[src/rtl/imm_load_sequencer_pkg.sv]
// ---------------------------------------------------------------------------
// imm_load_pkg
// Shared definitions for the constant-load sequencer. A 32-bit constant is
// written as an upper write ({hi,16'h0}) followed by an OR-in write ({hi,lo}).
//   state_e  : sequencer states
//   OP_UPPER : wr_op code for the upper write
//   OP_OR    : wr_op code for the OR-in write
//   HALF_W   : width of one half of the constant
// ---------------------------------------------------------------------------
package imm_load_pkg;

    localparam int   HALF_W   = 16;
    localparam logic OP_UPPER = 1'b0;
    localparam logic OP_OR    = 1'b1;

    typedef enum logic [1:0] {
        IDLE  = 2'd0,
        WR_HI = 2'd1,
        WR_LO = 2'd2,
        DONE  = 2'd3
    } state_e;

endpackage

[src/rtl/imm_load_sequencer_half_builder.sv]
// ---------------------------------------------------------------------------
// imm_half_builder
// Combinational formatter for the register-file write data.
//   hi   : upper half of the constant
//   lo   : lower half of the constant
//   op   : OP_UPPER -> {hi, 16'h0}, OP_OR -> {hi, lo}
//   data : full 32-bit value to write
// ---------------------------------------------------------------------------
module imm_half_builder
    import imm_load_pkg::*;
(
    input  logic [HALF_W-1:0]   hi,
    input  logic [HALF_W-1:0]   lo,
    input  logic                op,
    output logic [2*HALF_W-1:0] data
);

    always_comb begin
        if (op == OP_UPPER) data = {hi, {HALF_W{1'b0}}};
        else                data = {hi, lo};
    end

endmodule

[src/rtl/imm_load_sequencer.sv]
// ---------------------------------------------------------------------------
// imm_load_sequencer
// Loads a 32-bit constant into a register as an upper write followed by an
// OR-in of the lower half, sharing the register-file write port through a
// valid/grant handshake. Writes whose contribution is a zero half can be
// skipped, and every committed write is counted.
//   clk, rst_n          : clock, asynchronous active-low reset
//   req_valid/req_ready : constant-load request handshake
//   req_value, req_rd   : constant and destination register
//   wr_valid/wr_gnt     : write-port request and arbiter grant
//   wr_addr, wr_data    : registered write address and data
//   wr_op               : OP_UPPER or OP_OR
//   done                : one-cycle pulse when a request completes
//   busy                : high whenever not IDLE
//   wr_count            : committed writes since reset, wrapping
// ---------------------------------------------------------------------------
module imm_load_sequencer
    import imm_load_pkg::*;
#(
    parameter int ADDR_W         = 5,
    parameter bit SKIP_ZERO_HALF = 1'b1,
    parameter int CNT_W          = 16
) (
    input  logic              clk,
    input  logic              rst_n,
    input  logic              req_valid,
    output logic              req_ready,
    input  logic [31:0]       req_value,
    input  logic [ADDR_W-1:0] req_rd,
    output logic              wr_valid,
    input  logic              wr_gnt,
    output logic [ADDR_W-1:0] wr_addr,
    output logic [31:0]       wr_data,
    output logic              wr_op,
    output logic              done,
    output logic              busy,
    output logic [CNT_W-1:0]  wr_count
);

    state_e            state, state_nxt;
    logic [HALF_W-1:0] hi_q, lo_q, hi_nxt, lo_nxt;
    logic [ADDR_W-1:0] rd_q, rd_nxt;
    logic              accept, commit;
    logic              wr_valid_nxt, wr_op_nxt;
    logic [31:0]       wr_data_nxt;

    assign req_ready = (state == IDLE);
    assign busy      = (state != IDLE);
    assign done      = (state == DONE);
    assign accept    = req_valid && req_ready;
    assign commit    = wr_valid && wr_gnt;

    // Next-state and latch logic.
    always_comb begin
        // NOTE: every variable gets a default first so no path leaves it
        // unassigned, which would otherwise infer a latch.
        state_nxt = state;
        hi_nxt    = hi_q;
        lo_nxt    = lo_q;
        rd_nxt    = rd_q;
        case (state)
            IDLE: begin
                if (accept) begin
                    hi_nxt = req_value[31:16];
                    lo_nxt = req_value[15:0];
                    rd_nxt = req_rd;
                    if (req_rd == '0)
                        state_nxt = DONE;
                    else if (SKIP_ZERO_HALF && (req_value[31:16] == '0))
                        state_nxt = WR_LO;
                    else
                        state_nxt = WR_HI;
                end
            end
            WR_HI: begin
                if (commit)
                    state_nxt = (SKIP_ZERO_HALF && (lo_q == '0)) ? DONE : WR_LO;
            end
            WR_LO: begin
                if (commit) state_nxt = DONE;
            end
            DONE:    state_nxt = IDLE;
            default: state_nxt = IDLE;
        endcase
    end

    // The write-port outputs are computed from the next state so they appear
    // registered in the same cycle the state enters WR_HI/WR_LO. While stalled
    // nothing in the next-state view changes, so the outputs hold steady.
    assign wr_valid_nxt = (state_nxt == WR_HI) || (state_nxt == WR_LO);
    assign wr_op_nxt    = (state_nxt == WR_LO) ? OP_OR : OP_UPPER;

    imm_half_builder u_builder (
        .hi   (hi_nxt),
        .lo   (lo_nxt),
        .op   (wr_op_nxt),
        .data (wr_data_nxt)
    );

    always_ff @(posedge clk or negedge rst_n) begin
        // NOTE: the latched constant and destination are cleared on reset too,
        // so no stale request data survives an aborted sequence.
        if (!rst_n) begin
            state    <= IDLE;
            hi_q     <= '0;
            lo_q     <= '0;
            rd_q     <= '0;
            wr_valid <= 1'b0;
            wr_addr  <= '0;
            wr_data  <= '0;
            wr_op    <= OP_UPPER;
            wr_count <= '0;
        end else begin
            // NOTE: state is updated with non-blocking assignments so every
            // register samples the pre-edge values regardless of ordering.
            state    <= state_nxt;
            hi_q     <= hi_nxt;
            lo_q     <= lo_nxt;
            rd_q     <= rd_nxt;
            wr_valid <= wr_valid_nxt;
            wr_addr  <= rd_nxt;
            wr_data  <= wr_data_nxt;
            wr_op    <= wr_op_nxt;
            if (commit) wr_count <= wr_count + CNT_W'(1);
        end
    end

endmodule
[config.mk]
export PLATFORM = sky130hd
export DESIGN_NAME = imm_load_sequencer
export DESIGN_NICKNAME = d
export VERILOG_FILES = /design/src/rtl/imm_load_sequencer_pkg.sv /design/src/rtl/imm_load_sequencer_half_builder.sv /design/src/rtl/imm_load_sequencer.sv
export SDC_FILE = /design/constraint.sdc
export NUM_CORES = 1
export LEC_CHECK = 0
export CAP_MARGIN = 20
export CORE_MARGIN = 4
export CORE_UTILIZATION = 48
export CTS_CLUSTER_DIAMETER = 100
export DETAILED_ROUTE_END_ITERATION = 7
export GPL_TIMING_DRIVEN = 1
export HOLD_SLACK_MARGIN = 0.08
export MAX_ROUTING_LAYER = met4
export PLACE_DENSITY_LB_ADDON = 0.25
export SKIP_CTS_REPAIR_TIMING = 1
export SLEW_MARGIN = 20
export SYNTH_ARGS = -nofsm -noshare
export SYNTH_HDL_FRONTEND = slang
export SYNTH_HIERARCHICAL = 1
export SYNTH_SLANG_ARGS = --single-unit
[constraint.sdc]
create_clock -name clk -period 2.15 [get_ports clk]
set_input_delay 0.3225 -clock clk [delete_from_list [all_inputs] [get_ports clk]]
set_output_delay 0.3225 -clock clk [all_outputs]
set_load 0.03 [all_outputs]
# --- Word-level counts from Yosys, hierarchy flattened ---
# Cells that the tools add are included.
totals:
  output_inout_bits: 58
  ff_bits: 89
  wordCells: 36
  input_bits: 41
classes:
  mux: 13
  n_reduce_logical: 9
  add_sub_neg: 1
  eq_ne: 5
ops:
  columns: ["cell", "count"]
  rows:
  - ["$mux W16", 5]
  - ["$logic_not A16 Y1", 2]
  - ["$add A16 B1 Y16 const B", 1]
  - ["$mux W2", 5]
  - ["$pmux W2 S4", 1]
  - ["$eq A2 B2 Y1 const B", 3]
  - ["$logic_not A5 Y1", 1]
  - ["$eq A2 B1 Y1 const B", 2]
  - ["$logic_and A1 B1 Y1", 2]
  - ["$logic_not A2 Y1", 1]
  - ["$mux W1", 2]
  - ["$reduce_and A2 Y1", 1]
  - ["$reduce_bool A2 Y1", 1]
  - ["$logic_or A1 B1 Y1", 1]

# --- Depth between registers and ports, before layout ---
# Gate-level depths: netlist of the first run.
logic_depth:
  depth_word: 8
  depth_mapped: 9
  depth_no_buf: 6

# --- Cells and area by module ---
# The synthesis of the first run kept the hierarchy.
modules_own_cells:
  columns: ["module", "n_inst", "area_per_inst_um2", "cells_per_inst"]
  rows:
  - ["imm_load_sequencer", 1, 3260.6, 203]
  - ["imm_half_builder", 1, 246.5, 33]

# --- Worst setup path before layout of the first run ---
# OpenSTA, ideal clock, no wires.
synth_timing:
  path_kind: "reg2reg"
  start: "register state[1]"
  end: "register wr_data[4]"
  stages_incl_launch_ff: 10
  path_buffers: 3
  setup_slack_ns: 0.000
  t_arrival_ns: 2.030
  path_cell_list: "dfrtp_1 -> nor2_2 -> and2_4 -> buf_8 -> buf_12 -> o21ai_0 -> o211a_1 -> ha_1 -> buf_6 -> and2_2"
synth_via:
  elab_chain_len: 7
synth_rtl:
  columns: ["item", "line", "text"]
  rows:
  - ["from (decl)", "imm_load_sequencer.sv:40", "state_e state, state_nxt;"]
  - ["from (signal assigned)", "imm_load_sequencer.sv:116", "state <= state_nxt;"]
  - ["$logic_not A2 Y1 *", "imm_load_sequencer.sv:47", "assign req_ready = (state == IDLE);"]
  - ["net req_ready", "imm_load_sequencer.sv:27", "output logic req_ready,"]
  - ["$logic_and A1 B1 Y1", "imm_load_sequencer.sv:50", "assign accept = req_valid && req_ready;"]
  - ["$mux W2", "imm_load_sequencer.sv:63", "if (accept) begin"]
  - ["$pmux W2 S4 *", "imm_load_sequencer.sv:61", "case (state)"]
  - ["$eq A2 B2 Y1 *", "imm_load_sequencer.sv:91", "assign wr_op_nxt = (state_nxt == WR_LO) ? OP_OR : OP_UPPER;"]
  - ["$mux W1 *", "imm_load_sequencer.sv:91", null]
  - ["net wr_op_nxt", "imm_load_sequencer.sv:44", "logic wr_valid_nxt, wr_op_nxt;"]
  - ["$mux W16 *", "imm_load_sequencer_half_builder.sv:19", "if (op == OP_UPPER) data = {hi, {HALF_W{1'b0}}};"]
  - ["net wr_data_nxt[4]", "imm_load_sequencer.sv:45", "logic [31:0] wr_data_nxt;"]
  - ["to (signal assigned)", "imm_load_sequencer.sv:122", "wr_data <= wr_data_nxt;"]
  - ["to (decl)", "imm_load_sequencer.sv:33", "output logic [31:0] wr_data,"]
# The timed path passes the listed nets; every way through them passes the cells marked *.
# A chain may end at the register's enable or synchronous reset.

# --- Worst setup path in the final report of the first run ---
layout_timing:
  start: "register state[1]"
  end: "output port req_ready"
layout_via:
  elab_chain_len: 1
layout_rtl:
  columns: ["item", "line"]
  rows:
  - ["$logic_not A2 Y1", "imm_load_sequencer.sv:47"]
  - ["to (decl)", "imm_load_sequencer.sv:27"]
# No other way between the ends.

==> impl_results.md, run 1 <==
* CTS tree: done
* Max_slew headroom at 0.691
* Pwr/cell area at 1450 nW/µm²
* Vias post-DR at 2106
* Fillcell total at 518
* Post-Synthesis Cells at 236
* Overall power at 0.00690 W
* Hold Fails Final Rpt at 0
* Full die area at 8740 µm²
* Status: finished, final reports clean
* Antenna Cells at 0
* Crit path DAT at 1.73 ns
* Worst-path clk slew at 0.08 ns
* Synthesized cell area at 3510 µm²
* Via density at 4.85
* Post-synth top area share at 0.635
* CP Class: register to output port
* Synth top area cells: dfrtp_1, mux2_4, mux2_2
* Multiplexer share of the synthesized area at 0.142
* GP Congestion at 0.753
* FF-to-FF setup slack at 0.33 ns
* Min-delay src: wr_count[15]
* Maximum root-to-sink buffer count at 2
* Hold Slack at 0.465 ns
* Worst VDD drop at 0.00110 V
* Setup TNS at 0 ns
* HP Class: register to register
* NumNets Final at 377
* Clk_skew at 0.00844 ns
* CTS H-tree depth at 3
* RSZ-0062 raised after global routing: false
* Worst r2r src: lo_q[7]
* Grt ovf at 0
* WL per Instance at 15.5 µm
* Fmax at 0.488 GHz
* CP Capture Type: output port
* Clock sinks at 89
* Final number of setup-violating endpoints at 0
* DRC viols at 0
* Syn Nets at 279
* CP max FO at 6
* Crit path launch type: register
* Synth Flop Type: dfrtp_1
* Ys async rst share at 1.00
* WL final at 6720 µm
* Die X at 93.5 µm
* DRT iter0 DRCs at 43
* Core area at 6940 µm²
* XOR/XNOR Fraction of Synth Area at 0.0375
* Post-synthesis simple-gate area fraction at 0.106
* Hold Path Depth at 1
* Syn. warnings at 6
* Final Util at 0.685
* Seq/Total Area, Yosys at 0.635
* Number of port buffers at 98
* Post-synth EDFFs at 0
* Largest net degree at the start of global routing at 39
* DP HPWL at 4790 µm
* Max cap viols at 0
* Layout cells sized above 1 at 0.234
* Initial antenna violation count at 0
* TritonRoute pass-1 iters at 4
* Synth unique cells at 32
* First-pass GRT wire length at 10900 µm
* Synth-to-Final Area Change at 35.7%
* Min Tclk post-route at 2.05 ns
* ANT nets after route at 0
* Clk Latency, worst-skew pair at 0.34 ns
* Min-Delay Endpoint: wr_count[15]
* R2R cell count at 6
* Total GRT Usage at 0.169
* Yosys top cell by area: dfrtp_1
* Final Cycle Share at 0.954
* Leakage at 2.11 nW
* Synthesized flop and latch total at 89
* Die H at 93.5 µm
* Req. time, crit path at 1.83 ns
* Total CTS buffers at 9
* Post-synthesis average cell area at 14.9 µm²
* Initial core utilization at 0.505
* Reg2reg end: wr_data[13]
* Vias in the first global route at 2200
* Slew Limit Fails at 0
* Largest family of logic cells by synthesized area: multiplexers
* Worst slew pin tran at 0.463 ns
* Post-synthesis adder-cell area fraction at 0.00714
* Io pins at 99
* Num rows at 30
* Root Buffer: clkbuf_8
* Synth Area in Compound Gates at 0.0136
## through the flow
step | std cells | area (µm²) | worst slack (ns)
finish | 434 | 4760 | 0.0999
CTS | 433 | 4740 | 0.0669
global placement | 418 | 4530 | -0.274
detailed placement | 418 | 4530 | -0.294
global route | 434 | 4760 | 0.0206
floorplan | 236 | 3510 | 0.000109
## per-layer routing
layer  GRT usage  share of wire  vias up
li1            -              -      987
met1       0.224           0.44     1056
met2       0.254           0.50       58
met3      0.0354          0.049        5
met4      0.0696          0.010        0
met5           -              0        -
## power breakdown
| part | switching, W | internal [W] |
|---|---|---|
| Sequential | 0.000326 | 0.00236 |
| Combinational | 0.00149 | 0.00151 |
| Clock | 0.000560 | 0.000644 |
## cells by family (layout without fill, tap and decap cells)
group | after synthesis | count (layout)
adder cells (fa/ha/maj) | 2 | 2
AND/OR/NAND/NOR | 61 | 61
multiplexers | 38 | 38
XOR/XNOR | 15 | 15
buffers and inverters | 24 | 126
flip-flops | 89 | 89
AO/OA/AOI/OAI | 7 | 7
## Yosys cell counts, types with 3 or more instances
master and number:
nand3_1 6, mux2_2 19, nand2_1 6, and4_1 4, dfrtp_1 89, xnor2_1 7, nor4_1 7, inv_1 3
nor2_1 9, mux2_4 19, and2_2 12, buf_4 17, xor2_1 8, and2_1 5, nand4_1 3
## worst max-delay path, stage by stage, from the launching register on
cell	delay [ns]
dfrtp_1	0.44
nor2_2	0.22
clkdlybuf4s50_1	0.72
## cell usage in the layout, fill, tap and decap left out, types with 7 or more instances in the layout
cell	netlist	routed
mux2_2	19	19
nor2_1	9	9
dfrtp_1	89	89
xnor2_1	7	7
and2_2	12	12
xor2_1	8	8
clkdlybuf4s50_1	0	97
mux2_4	19	19
clkbuf_8	0	9
## final cells by class
cell class	count	area [µm²]	share of cell area
inverters	3	11.3	0.00237
clock inverters	6	83.8	0.0176
flip-flops and latches	89	2230	0.468
well taps	96	120	0.0252
clock buffers	9	124	0.0260
repair buffers	108	1110	0.232
multi-input cells	123	1090	0.228
## worst max-delay path by stage
| stage | depth (start not counted) | slack, ns | start | endpoint |
|---|---|---|---|---|
| floorplan | 9 | 0.0001 | state[1] | wr_data[4] |
| global placement | 9 | -0.27 | req_value[27] | wr_data[8] |
| detailed placement | 9 | -0.29 | req_value[27] | wr_data[13] |
| CTS | 9 | 0.07 | req_value[19] | wr_data[13] |
| global route | 9 | 0.02 | req_value[27] | wr_data[9] |
| finish | 2 | 0.1 | state[1] | req_ready |
## sequential cells by signal, indices dropped and copies added (netlist names)
name,flops
hi_q,16
state,2
rd_q,5
wr_data,32
lo_q,16
wr_valid,1
wr_count,16
wr_op,1
No activity file was read; power rests on OpenSTA's default activity.
==> inputs of run 2 (changes only) <==
MAX_ROUTING_LAYER = unset   (was met4)
==> run 2 against run 1 <==
Net effect: via count shrank 0.81%; register-to-register slack is essentially flat; clock-buffer cell count did not move; setup slack gained 0.0040 ns; non-clock buffer count unchanged; wire length increased by 0.33%; first-iteration DRC count increased by 7.0%; cell count is the same; combinational power is essentially flat; critical path type unchanged; largest cell class unchanged.
==> impl_results.md, run 2 (synthesis results as in run 1) <==
* Io pins at 99 (unchanged)
* Full die area at 8740 µm² (unchanged)
* DRT iter0 DRCs at 46 (was 43)
* Pint at 0.00452 W (about the same)
* Clk_skew at 0.0123 ns (was 0.00844 ns)
* Clk Latency, worst-skew pair at 0.35 ns (was 0.34 ns)
* Area taken by multi-input logic gates at 1090 µm² (unchanged)
* Antenna Cells at 0 (unchanged)
* Most common cell after layout, fill and taps aside: clkdlybuf4s50_1 (unchanged)
* Synth-to-Final Area Change at 35.7% (unchanged)
* Die H at 93.5 µm (unchanged)
* Worst-path clk slew at 0.08 ns (about the same)
* Sw Share at 0.346 (was 0.345)
* Buf/Inv on CP at 1 (unchanged)
* Core area at 6940 µm² (unchanged)
* Status: finished, final reports clean (unchanged)
* Setup ws final at 0.104 ns (was 0.0999 ns)
* Max reg flops at 32 (unchanged)
* Fmax at 0.489 GHz (was 0.488 GHz)
* Worst VDD drop at 0.00110 V (about the same)
* Total CTS buffers at 9 (unchanged)
* Total GRT Usage at 0.164 (was 0.169)
* CP max stage delay at 0.71 ns (was 0.72 ns)
* Gate power share at 0.436 (about the same)
* Worst slew pin tran at 0.465 ns (was 0.463 ns)
* NumNets Final at 377 (unchanged)
* P_sw at 0.00239 W (was 0.00238 W)
* Largest net degree at the start of global routing at 39 (unchanged)
* RSZ-0062 raised after global routing: false (unchanged)
* HP Class: primary input to asynchronous set/reset pin (was register to register)
* Most frequent cells in the layout: clkdlybuf4s50_1, dfrtp_1, mux2_4, mux2_2, and2_2 (unchanged)
* Leakage at 2.11 nW (unchanged)
* Layout cells sized above 1 at 0.234 (unchanged)
* Post-placement setup slack at -0.294 ns (unchanged)
* TritonRoute pass-1 iters at 4 (unchanged)
* Cell type group with the largest total delay on the critical path: buffers and inverters (unchanged)
* GP Congestion at 0.743 (was 0.753)
* Clock sinks at 89 (unchanged)
* Crit path launch type: register (unchanged)
* WL final at 6740 µm (was 6720 µm)
* Overall power at 0.00690 W (about the same)
* Reg with most FFs: wr_data (unchanged)
* Grt ovf at 0 (unchanged)
* Final number of setup-violating endpoints at 0 (unchanged)
* Number of port buffers at 98 (unchanged)
* Initial core utilization at 0.505 (unchanged)
* Min Tclk post-route at 2.05 ns (about the same)
* First-pass GRT wire length at 10900 µm (about the same)
* Initial antenna violation count at 0 (unchanged)
* CTS tree: done (unchanged)
* WL per Instance at 15.5 µm (about the same)
* Vias post-DR at 2089 (was 2106)
* Crit path DAT at 1.72 ns (was 1.73 ns)
* ANT nets after route at 0 (unchanged)
* Maximum root-to-sink buffer count at 2 (unchanged)
* Slew Limit Fails at 0 (unchanged)
* Slowest-stage cell, CP: clkdlybuf4s50_1 (unchanged)
* Hold Fails Final Rpt at 0 (unchanged)
* Reg area at 2230 µm² (unchanged)
* CP max FO at 6 (unchanged)
* Crit path cell chain: nor2_2, clkdlybuf4s50_1 (unchanged)
* Via density at 4.81 (was 4.85)
* DRC viols at 0 (unchanged)
* Final Cycle Share at 0.952 (was 0.954)
* CP Class: register to output port (unchanged)
* Fillcell total at 518 (unchanged)
* Seq pwr share at 0.389 (about the same)
* Req. time, crit path at 1.83 ns (about the same)
* DP HPWL at 4790 µm (unchanged)
* Num rows at 30 (unchanged)
* Clk pwr share at 0.175 (about the same)
* Vias in the first global route at 2189 (was 2200)
* CP Capture Type: output port (unchanged)
* Max cap viols at 0 (unchanged)
* Pwr/cell area at 1450 nW/µm² (about the same)
* CTS H-tree depth at 3 (unchanged)
* Die X at 93.5 µm (unchanged)
* Root Buffer: clkbuf_8 (unchanged)
* Max_slew headroom at 0.690 (was 0.691)
==> run 2: cell counts in the layout (fill, tap and decap cells not counted) <==
Identical to the previous run, type by type.
==> run 2: per-stage QoR <==
stage | std cells | utilization | hold slack (ns) | setup TNS, ns | area (µm²)
after CTS | 433 | 0.682 | -0.0753 | 0 | 4740
after global routing | 434 | 0.685 | 0.510 | 0 | 4760
after global placement | 418 | 0.652 | 0.303 | -4.57 | 4530
after detailed placement | 418 | 0.652 | 0.309 | -4.87 | 4530
final | 434 | 0.685 | 0.465 | 0 | 4760
after floorplan | 236 | - | 0.0269 | 0 | 3510
==> run 2: final cells by class <==
class	count	share of cell area
clock inverter	6	0.0176
clock buffer	9	0.0260
inverter	3	0.00237
sequential	89	0.468
multi-input combinational	123	0.228
timing repair buffer	108	0.232
tap	96	0.0252
==> run 2: worst paths after layout <==
path	start	endpoint	slack [ns]	cells after the start
max	state[1]	req_ready	0.10	2
min	rst_n	lo_q[4]	0.47	2
max reg2reg	lo_q[7]	wr_data[13]	0.34	6
min reg2reg	wr_count[15]	wr_count[15]	0.47	1
max in group asynchronous	rst_n	hi_q[2]	1.08	3
min in group clk	wr_count[15]	wr_count[15]	0.47	1
==> run 2: layer usage <==
layer | up-vias | wire length [µm] | global-route usage | part of all wire
li1 | 990 | - | - | -
met1 | 1032 | 2850 | 0.211 | 0.42
met2 | 59 | 3330 | 0.255 | 0.49
met3 | 8 | 474 | 0.0539 | 0.070
met4 | 0 | 89 | 0.0696 | 0.013
met5 | - | 0 | 0 | 0
==> run 2: power groups by stage <==
stage | clock network (W) | registers (W) | logic (W)
floorplan | 0 | 0.00336 | 0.00145
global placement | 0 | 0.00270 | 0.00299
detailed placement | 0 | 0.00272 | 0.00303
CTS | 0.00124 | 0.00269 | 0.00305
global route | 0.00131 | 0.00277 | 0.00321
finish | 0.00121 | 0.00268 | 0.00301
==> inputs of run 3 (changes only) <==
CTS_BUF_LIST = sky130_fd_sc_hd__clkbuf_16   (was unset)
PLACE_DENSITY_LB_ADDON = 0.08   (was 0.25)
==> run 3 against run 2 <==
Net effect: critical path depth stayed put; global-route usage is 0.73 points higher; sequential power hardly changed; setup slack better by 0.018 ns; sequential share of layout area is 0.90 points lower; hold slack hardly changed.
==> impl_results.md, run 3 (synthesis results as in run 1) <==
* Status: finished, final reports clean (unchanged)
* GR met2 Demand/Resource at 0.279 (was 0.255)
* Initial core utilization at 0.505 (unchanged)
* Worst-path clk slew at 0.06 ns (was 0.08 ns)
* Pwr/cell area at 1500 nW/µm² (was 1450 nW/µm²)
* Maximum root-to-sink buffer count at 2 (unchanged)
* Worst slew pin tran at 0.593 ns (was 0.465 ns)
* Max cap viols at 0 (unchanged)
* Max_slew headroom at 0.604 (was 0.690)
* Routing usage on met3 at 0.0563 (was 0.0539)
* Gate power share at 0.412 (was 0.436)
* DRT iter0 DRCs at 30 (was 46)
* Placed cell count at 420 (was 418)
* Hold Fails Final Rpt at 0 (unchanged)
* Clk pwr share at 0.218 (was 0.175)
* Setup TNS at 0 ns (unchanged)
* Number of port buffers at 98 (unchanged)
* Most common cell after layout, fill and taps aside: clkdlybuf4s50_1 (unchanged)
* Sw Share at 0.332 (was 0.346)
* CTS tree: done (unchanged)
* Vias post-DR at 2105 (was 2089)
* First-pass GRT wire length at 11500 µm (was 10900 µm)
* DRC viols at 0 (unchanged)
* Num rows at 30 (unchanged)
* Largest net degree at the start of global routing at 48 (was 39)
* Via density at 4.82 (was 4.81)
* Antenna Cells at 0 (unchanged)
* Grt ovf at 0 (unchanged)
* RSZ-0062 raised after global routing: false (unchanged)
* CP Capture Type: output port (unchanged)
* Most frequent cells in the layout: clkdlybuf4s50_1, dfrtp_1, mux2_4, mux2_2, and2_2 (unchanged)
* Pint at 0.00487 W (was 0.00452 W)
* CTS H-tree depth at 3 (unchanged)
* Clk Latency, worst-skew pair at 0.32 ns (was 0.35 ns)
* Max reg flops at 32 (unchanged)
* Reg with most FFs: wr_data (unchanged)
* Io pins at 99 (unchanged)
* Initial antenna violation count at 0 (unchanged)
* TritonRoute pass-1 iters at 3 (was 4)
* WL per Instance at 15.6 µm (was 15.5 µm)
* Clock sinks at 89 (unchanged)
* WL final at 6830 µm (was 6740 µm)
* Root Buffer: clkbuf_16 (was clkbuf_8)
* Final number of setup-violating endpoints at 0 (unchanged)
* Overall power at 0.00729 W (was 0.00690 W)
* Final Cycle Share at 0.944 (was 0.952)
* Seq pwr share at 0.369 (was 0.389)
* HP Class: register to register (was primary input to asynchronous set/reset pin)
* Layout cells sized above 1 at 0.229 (was 0.234)
* Leakage at 2.16 nW (was 2.11 nW)
* CP max FO at 6 (unchanged)
* Hold Slack at 0.465 ns (about the same)
* Min Tclk post-route at 2.03 ns (was 2.05 ns)
* Core area at 6940 µm² (unchanged)
* Global-route met1 utilization at 0.207 (was 0.211)
* Die X at 93.5 µm (unchanged)
* Crit path DAT at 1.71 ns (was 1.72 ns)
* Clk_skew at 0.00624 ns (was 0.0123 ns)
* Finished Layout Cells at 437 (was 434)
* GP Congestion at 0.716 (was 0.743)
* Fillcell total at 516 (was 518)
* P_sw at 0.00242 W (was 0.00239 W)
* NumNets Final at 379 (was 377)
* Total GRT Usage at 0.171 (was 0.164)
* Die H at 93.5 µm (unchanged)
* Fmax at 0.493 GHz (was 0.489 GHz)
* CP Class: register to output port (unchanged)
* Synth-to-Final Area Change at 38.4% (was 35.7%)
* Req. time, crit path at 1.83 ns (about the same)
* Slew Limit Fails at 0 (unchanged)
* DP HPWL at 4980 µm (was 4790 µm)
* Crit path launch type: register (unchanged)
* Worst VDD drop at 0.000746 V (was 0.00110 V)
* Full die area at 8740 µm² (unchanged)
* Vias in the first global route at 2324 (was 2189)
* ANT nets after route at 0 (unchanged)
* Total CTS buffers at 9 (unchanged)
* GR peak layer: met2 (unchanged)
## run 3: power groups by stage
stage | logic, W | clock network (W) | registers [W]
final | 0.00300 | 0.00159 | 0.00269
after detailed placement | 0.00302 | 0 | 0.00273
after global placement | 0.00298 | 0 | 0.00269
after global routing | 0.00322 | 0.00171 | 0.00278
after floorplan | 0.00145 | 0 | 0.00336
after CTS | 0.00305 | 0.00163 | 0.00271
## run 3: path summary, 6_finish.rpt
| check | from | to | slack [ns] | cells after the start |
|---|---|---|---|---|
| worst max-delay path | state[1] | req_ready | 0.12 | 2 |
| worst min-delay path | wr_count[15] | wr_count[15] | 0.47 | 1 |
| worst max register to register | state[1] | wr_data[2] | 0.29 | 7 |
| worst min register to register | wr_count[15] | wr_count[15] | 0.47 | 1 |
| max in group asynchronous | rst_n | wr_data[23] | 1.01 | 3 |
| min in group asynchronous | rst_n | wr_data[7] | 0.55 | 2 |
## run 3: critical path: stages (launching register included)
cell	delay, ns
dfrtp_1	0.43
nor2_2	0.22
clkdlybuf4s50_1	0.73
## run 3: area by class of cell
type                    count  area [µm²]  area share
repair buffers            110        1110       0.228
well taps                  96         120      0.0247
flip-flops and latches     89        2230       0.459
multi-input cells         123        1070       0.221
inverters                   3        11.3     0.00232
clock buffers               9         225      0.0464
clock inverters             7        86.3      0.0178
## run 3: stage by stage
| stage | worst slack [ns] | util | cell area (µm²) |
|---|---|---|---|
| 2_1_floorplan | 0.000109 | - | 3510 |
| 3_3_place_gp | -0.223 | 0.653 | 4530 |
| 3_5_place_dp | -0.306 | 0.653 | 4530 |
| 4_1_cts | 0.0405 | 0.697 | 4840 |
| 5_1_grt | 0.00657 | 0.699 | 4850 |
| 6_report | 0.121 | 0.699 | 4850 |
## run 3: routing by layer
metal,share of wire,wire [µm],up-vias
met4,0.013,87,0
li1,-,-,990
met2,0.50,3430,61
met1,0.41,2770,1046
met5,0,0,-
met3,0.080,544,8
